===== config.mk =====
export PLATFORM = sky130hd
export DESIGN_NAME = data_axil_bridge
export DESIGN_NICKNAME = d
export VERILOG_FILES = /design/src/rtl/data_axil_bridge.sv
export SDC_FILE = /design/constraint.sdc
export NUM_CORES = 1
export LEC_CHECK = 0
export BUFFER_PORTS_ARGS = -buffer_cell sky130_fd_sc_hd__buf_2
export CORE_MARGIN = 2
export CORE_UTILIZATION = 40
export CTS_CLUSTER_DIAMETER = 40
export CTS_CLUSTER_SIZE = 25
export DETAILED_ROUTE_END_ITERATION = 8
export PLACE_DENSITY = 0.77
export RECOVER_POWER = 100
export SLEW_MARGIN = 20
export SYNTH_ARGS = -nofsm -noshare
export SYNTH_HDL_FRONTEND = slang
export SYNTH_SLANG_ARGS = --single-unit

===== constraint.sdc =====
create_clock -name clk_i -period 4.3 [get_ports clk_i]
set_input_delay 0.86 -clock clk_i [delete_from_list [all_inputs] [get_ports clk_i]]
set_output_delay 0.86 -clock clk_i [all_outputs]
set_load 0.02 [all_outputs]

===== src/rtl/data_axil_bridge.sv =====
// data_axil_bridge
//   Converts a simple core data port (req/gnt/rvalid handshake) into an
//   AXI4-Lite master. At most one transaction is in flight at a time.
//
// Ports
//   clk_i, rst_ni        : clock (rising edge), asynchronous active-low reset
//   data_req_i/gnt_o     : core request, granted combinationally while idle
//   data_we_i/be_i/addr_i/wdata_i : request attributes, captured on grant
//   data_rvalid_o        : one-cycle response pulse
//   data_rdata_o/err_o   : response data (0 for stores) and error flag
//   m_aw*/m_w*/m_b*      : AXI4-Lite write address, write data, write response
//   m_ar*/m_r*           : AXI4-Lite read address, read data
module data_axil_bridge #(
  parameter int DataWidth    = 32,
  parameter int AddressWidth = 32
) (
  input  logic                    clk_i,
  input  logic                    rst_ni,
  input  logic                    data_req_i,
  output logic                    data_gnt_o,
  output logic                    data_rvalid_o,
  input  logic                    data_we_i,
  input  logic [DataWidth/8-1:0]  data_be_i,
  input  logic [AddressWidth-1:0] data_addr_i,
  input  logic [DataWidth-1:0]    data_wdata_i,
  output logic [DataWidth-1:0]    data_rdata_o,
  output logic                    data_err_o,
  output logic                    m_awvalid,
  input  logic                    m_awready,
  output logic [AddressWidth-1:0] m_awaddr,
  output logic                    m_wvalid,
  input  logic                    m_wready,
  output logic [DataWidth-1:0]    m_wdata,
  output logic [DataWidth/8-1:0]  m_wstrb,
  input  logic                    m_bvalid,
  output logic                    m_bready,
  input  logic [1:0]              m_bresp,
  output logic                    m_arvalid,
  input  logic                    m_arready,
  output logic [AddressWidth-1:0] m_araddr,
  input  logic                    m_rvalid,
  output logic                    m_rready,
  input  logic [DataWidth-1:0]    m_rdata,
  input  logic [1:0]              m_rresp
);

  typedef enum logic [2:0] {
    IDLE,
    RD_ADDR,
    RD_DATA,
    WR_REQ,
    WR_RESP
  } state_e;

  state_e state_q, state_d;

  logic                    aw_done_q, aw_done_d;
  logic                    w_done_q, w_done_d;
  logic                    rvalid_q, rvalid_d;
  logic [DataWidth-1:0]    rdata_q, rdata_d;
  logic                    err_q, err_d;
  logic                    capture;
  logic                    gnt;
  logic                    aw_fin, w_fin;

  logic [AddressWidth-1:0] addr_q;
  logic [DataWidth/8-1:0]  be_q;
  logic [DataWidth-1:0]    wdata_q;

  // SLVERR (2'b10) and DECERR (2'b11) are errors; OKAY and EXOKAY are not.
  function automatic logic resp_is_err(input logic [1:0] resp);
    return (resp == 2'b10) || (resp == 2'b11);
  endfunction

  always_comb begin
    state_d   = state_q;
    aw_done_d = aw_done_q;
    w_done_d  = w_done_q;
    rvalid_d  = 1'b0;
    rdata_d   = rdata_q;
    err_d     = err_q;
    capture   = 1'b0;
    gnt       = 1'b0;
    m_arvalid = 1'b0;
    m_rready  = 1'b0;
    m_awvalid = 1'b0;
    m_wvalid  = 1'b0;
    m_bready  = 1'b0;
    aw_fin    = 1'b0;
    w_fin     = 1'b0;

    unique case (state_q)
      IDLE: begin
        gnt = data_req_i;
        if (data_req_i) begin
          capture   = 1'b1;
          aw_done_d = 1'b0;
          w_done_d  = 1'b0;
          state_d   = data_we_i ? WR_REQ : RD_ADDR;
        end
      end
      RD_ADDR: begin
        m_arvalid = 1'b1;
        if (m_arready) state_d = RD_DATA;
      end
      RD_DATA: begin
        m_rready = 1'b1;
        if (m_rvalid) begin
          rvalid_d = 1'b1;
          rdata_d  = m_rdata;
          err_d    = resp_is_err(m_rresp);
          state_d  = IDLE;
        end
      end
      WR_REQ: begin
        // AW and W complete independently; each valid drops once its own
        // handshake is recorded, in whichever order the slave accepts them.
        m_awvalid = !aw_done_q;
        m_wvalid  = !w_done_q;
        aw_fin    = aw_done_q || m_awready;
        w_fin     = w_done_q || m_wready;
        aw_done_d = aw_fin;
        w_done_d  = w_fin;
        if (aw_fin && w_fin) begin
          aw_done_d = 1'b0;
          w_done_d  = 1'b0;
          state_d   = WR_RESP;
        end
      end
      WR_RESP: begin
        m_bready = 1'b1;
        if (m_bvalid) begin
          rvalid_d = 1'b1;
          rdata_d  = '0;
          err_d    = resp_is_err(m_bresp);
          state_d  = IDLE;
        end
      end
      default: state_d = IDLE;
    endcase
  end

  // Grant is masked while reset is held so every output reads 0 in reset.
  assign data_gnt_o    = gnt && rst_ni;
  assign data_rvalid_o = rvalid_q;
  assign data_rdata_o  = rdata_q;
  assign data_err_o    = err_q;

  // Payload is zeroed whenever its valid is low.
  assign m_araddr = m_arvalid ? addr_q  : '0;
  assign m_awaddr = m_awvalid ? addr_q  : '0;
  assign m_wdata  = m_wvalid  ? wdata_q : '0;
  assign m_wstrb  = m_wvalid  ? be_q    : '0;

  // ---- control / response register stage ----
  always_ff @(posedge clk_i or negedge rst_ni) begin
    if (!rst_ni) begin
      state_q   <= IDLE;
      aw_done_q <= 1'b0;
      w_done_q  <= 1'b0;
      rvalid_q  <= 1'b0;
      rdata_q   <= '0;
      err_q     <= 1'b0;
    end else begin
      state_q   <= state_d;
      aw_done_q <= aw_done_d;
      w_done_q  <= w_done_d;
      rvalid_q  <= rvalid_d;
      rdata_q   <= rdata_d;
      err_q     <= err_d;
    end
  end

  // ---- request capture stage ----
  always_ff @(posedge clk_i) begin
    if (capture) begin
      addr_q  <= data_addr_i;
      be_q    <= data_be_i;
      wdata_q <= data_wdata_i;
    end
  end

endmodule


# After elaboration in Yosys (flattened, before gate mapping)
# Index checks and enable logic that the tools add are counted.
[totals]
elab_cells = 69
inputBits = 113
out_inout_bits = 140
reg_bits = 107
[classes]
mux = 33
eq_ne = 13
n_reduce_logical = 14
[op_table]
columns = ["operator", "count"]
rows = [
  ["$mux 32", 5],
  ["$pmux 32 s2", 1],
  ["$mux 1", 15],
  ["$mux 3", 5],
  ["$pmux 3 s5", 1],
  ["$ne 2x2->1 const B", 5],
  ["$eq 2x2->1 const B", 4],
  ["$pmux 1 s2", 4],
  ["$eq 3x2->1 const B", 2],
  ["$reduce_and 5->1", 1],
  ["$logic_or 1x1->1", 4],
  ["$mux 4", 1],
  ["$reduce_bool 2->1", 2],
  ["$eq 3x1->1 const B", 1],
  ["$eq 3x3->1 const B", 1],
  ["$logic_not 3->1", 1],
  ["$reduce_and 3->1", 1],
  ["$logic_and 1x1->1", 2],
  ["$logic_not 1->1", 2],
  ["$mux 2", 1],
  ["$reduce_and 2->1", 1],
]

# Logic depth before layout (Yosys ltp)
[logic_depth]
ltp_word = 4
ltp_mapped = 6
ltp_nobuf = 3

# Worst setup path before layout
# OpenSTA, ideal clock, no wires.
[synth_timing]
path_type = "input to output"
startpoint = "input data_req_i"
endpoint = "output data_gnt_o"
required_time_ns = 3.440
t_arrival_ns = 3.545
stages = 2
n_path_buf = 0
setup_slack_ns = -0.105
cell_sequence = "nor4b_4 -> and2_1"
[synth_via]
elab_chain_len = 2
[synth_rtl]
columns = ["item", "line", "rtl"]
rows = [
  ["start, declared", "19", "input logic data_req_i,"],
  ["$mux 1", "92", "unique case (state_q)"],
  ["$logic_and 1x1->1", "144", "assign data_gnt_o = gnt && rst_ni;"],
  ["end, declared", "20", "output logic data_gnt_o,"],
]
# Every way passes these cells.

# Worst setup path after layout
[layout_timing]
startpoint = "register state_q[0]"
endpoint = "output m_awaddr[4]"
[layout_via]
elab_chain_len = 3
[layout_rtl]
columns = ["item", "line", "rtl"]
rows = [
  ["start, declared", "55", "state_e state_q, state_d;"],
  ["start signal, assigned", "165", "state_q <= state_d;"],
  ["$eq 3x2->1", "92", ""],
  ["$mux 1", "92", ""],
  ["$mux 32", "151", "assign m_awaddr = m_awvalid ? addr_q : '0;"],
  ["end, declared", "30", "output logic [AddressWidth-1:0] m_awaddr,"],
]
# Every way passes these cells.

==> flow_metrics.env <==
export IMPL_dieArea_um2=11800
export IMPL_drv_slew=111
export IMPL_die_w_um=108
export IMPL_timing_fmax_ghz=0.290
export IMPL_ctsHtreeMaxLevel=3
export IMPL_p_clk_share_pct=14.9
export IMPL_synth_cell_type_count=29
export IMPL_grt_overflow=0
export IMPL_violations="capacitance limit, slew limit"
export IMPL_tightest_slew_ns=2.04
export IMPL_worstReg2RegStart="state_q[0]$_DFFE_PN0P_"
export IMPL_seq_area_um2=3020
export IMPL_clkTransAtPathRegs_ns=0.10
export IMPL_routed_via_density=4.62
export IMPL_synth_top_area_share_pct=46.8
export IMPL_maxSlewHeadroom_pct=-36.3
export IMPL_power_density_nw_per_um2=629
export IMPL_final_common_cell="buf_2"
export IMPL_ys_warn_count=0
export IMPL_final_setup_viol_count=0
export IMPL_worst_r2r_endpoint="w_done_q$_DFFE_PN0P_"
export IMPL_nets=652
export IMPL_wl_um=10000
export IMPL_grt_max_degree=71
export IMPL_hold_start="data_rdata_o[23]$_DFFE_PN0P_"
export IMPL_reg2reg_depth=4
export IMPL_coreArea_um2=10700
export IMPL_numCtsBuffers=9
export IMPL_leakagePower_nw=2.46
export IMPL_grt_antenna_before_repair=0
export IMPL_tritoncts="done"
export IMPL_area_delta_synth_final_pct=29.5
export IMPL_yosysTopAreaCell="edfxtp_1"
export IMPL_p_seq_share_pct=44.8
export IMPL_critPathCaptureType="output port"
export IMPL_postCtsSetupBuffers=0
export IMPL_syn_area_um2=4360
export IMPL_cts_path_max_buffers=2
export IMPL_crit_start="state_q[0]$_DFFE_PN0P_"
export IMPL_post_route_period_util_pct=80.3
export IMPL_cts_sinks=107
export IMPL_final_antenna_net_count=0
export IMPL_holdCritPathClass="flip-flop to flip-flop"
export IMPL_synth_seq_cells=107
export IMPL_drt_iter0_markers=109
export IMPL_use_met1_pct=17.5
export IMPL_avgSynthCellArea_um2=14.8
export IMPL_drc=0
export IMPL_ios=253
export IMPL_grt_pass1_wl_um=14300
export IMPL_p_sw_mw=1.43
export IMPL_grt_use_met2_pct=29.8
export IMPL_stdcell_count=684
export IMPL_hold_buffers=0
export IMPL_clk_latency_ns=0.36
export IMPL_grt_pass1_vias=2856
export IMPL_gp_congestion=0.736
export IMPL_synth_nets=408
export IMPL_finalHoldViolations=0
export IMPL_multiInputGateArea_um2=1140
export IMPL_combPwrFrac_pct=40.3
export IMPL_hpwl_um=7460
export IMPL_grt_util_met3_pct=4.82
export IMPL_port_buffers=250
export IMPL_n_antenna_cell=0
export IMPL_startpoint_type="flip-flop"
export IMPL_synth_top_cells_by_area="edfxtp_1 47%, dfrtp_1 22%, and2_1 15%"
export IMPL_postSynthCellCount=295
export IMPL_peakVddDrop_uv=341
export IMPL_skew_ns=0.0140
export IMPL_fin_crit_ns=3.45
export IMPL_status="finished with violations"
export IMPL_post_cts_resized=0
export IMPL_layout_drive_gt1_share_pct=32.0
export IMPL_root_buffer="clkbuf_8"
export IMPL_worstPathArrival_ns=2.59
export IMPL_rows=38
export IMPL_dp_cells=668
export IMPL_final_util_pct=52.6
export IMPL_worstPathRequired_ns=3.44
export IMPL_start_util_pct=40.6
export IMPL_num_vias=3158
export IMPL_layout_common_cells="154 x buf_2, 101 x clkbuf_1, 68 x edfxtp_1"
export IMPL_grt_usage_pct=16.1
export IMPL_rsz0062_at_grt="false"
export IMPL_drt_first_pass_iters=4
export IMPL_nFillCells=1014
export IMPL_crit_fanout=33
export IMPL_cap_violations=2
export IMPL_die_h_um=108
export IMPL_power_internal_mw=2.13
export IMPL_yosysSeqAreaShare_pct=69.2
export IMPL_min_to="data_rdata_o[23]$_DFFE_PN0P_"
export IMPL_rrSetupSlack_ns=1.52
export IMPL_min_delay_path_depth=1
export IMPL_wl_per_cell_um=14.6
export IMPL_grt_busiest_layer="met2"
export IMPL_netSwitchingFraction_pct=40.2
export IMPL_path_class="flip-flop to output port"
[through the flow]
stage | cell area, µm² | hold slack, ns | TNS [ns] | setup WS [ns] | power (mW)
final | 5650 | 0.513 | 0 | 0.848 | 3.56
after global routing | 5650 | 0.535 | 0 | 0.565 | 3.78
after CTS | 5830 | 0.514 | 0 | 0.908 | 3.71
after detailed placement | 5670 | 0.486 | 0 | 1.33 | 3.17
after global placement | 5670 | 0.484 | 0 | 1.39 | 3.12
after floorplan | 4360 | 0.530 | -0.105 | -0.105 | 2.69
[layer usage]
layer | part of all wire [%] | up-vias | wire length (µm)
met5 | 0 | - | 0
met4 | 1.1 | 0 | 112
met3 | 8.8 | 10 | 880
met2 | 53 | 146 | 5360
met1 | 37 | 1479 | 3670
li1 | - | 1523 | -
[cells in the mapped netlist]
library cell and number:
mux2i_1 2, nor2_4 1, and2_1 102, nand2b_1 2, o21ai_0 1, nor3b_2 3, nand3b_1 4, a22o_1 33
clkbuf_2 2, inv_1 3, dfrtp_1 39, a21o_1 2, buf_6 7, a221oi_1 1, edfxtp_1 68, clkbuf_1 4
o2bb2ai_1 1, buf_4 3, or2_2 1, nand3_1 1, mux2_2 2, buf_2 4, o22ai_1 1, nand3b_4 1
a21oi_1 2, nor4b_4 1, nand2_1 1, nor2_1 2, nor2_2 1
[registers in the layout, summed over array words and instances (netlist names)]
name and cells:
data_rvalid_o 1, addr_q 32, w_done_q 1, state_q 3, wdata_q 32, be_q 4
data_err_o 1, data_rdata_o 32, aw_done_q 1
[critical path, stage by stage (launching register included)]
cell and delay, ns:
dfrtp_1 0.56, nand3b_1 0.32, nor2_2 0.85, and2_1 0.23, clkbuf_1 0.25
[worst max path at each step]
stage / end / slack, ns / cells after the start
floorplan: data_gnt_o / -0.10 / 2
global placement: m_awaddr[12] / 1.39 / 4
detailed placement: m_awaddr[12] / 1.33 / 4
CTS: m_awaddr[12] / 0.91 / 4
global route: m_awaddr[17] / 0.56 / 4
finish: m_awaddr[4] / 0.85 / 4
[power by group through the flow]
| stage | clock network, mW | logic [mW] | registers [mW] |
|---|---|---|---|
| after floorplan | 0 | 0.936 | 1.75 |
| after global placement | 0 | 1.52 | 1.60 |
| after detailed placement | 0 | 1.56 | 1.61 |
| after CTS | 0.552 | 1.56 | 1.60 |
| after global routing | 0.589 | 1.56 | 1.64 |
| final | 0.530 | 1.43 | 1.59 |
[cells by family after synthesis]
family | share of synthesized area, %
and+or+nand+nor | 18.4
DFF | 69.2
AOI/OAI and AO/OA | 7.86
buffers and inverters | 3.61
muxes | 0.975
[final cells by class]
class                      instances  area share [%]
sequential                       107            53.4
timing repair buffer             253            20.2
multi-input combinational        165            20.2
tap                              140            3.10
clock buffer                      12            2.39
clock inverter                     4           0.487
inverter                           3           0.199
Note: power is estimated with default switching activity, not from simulation.
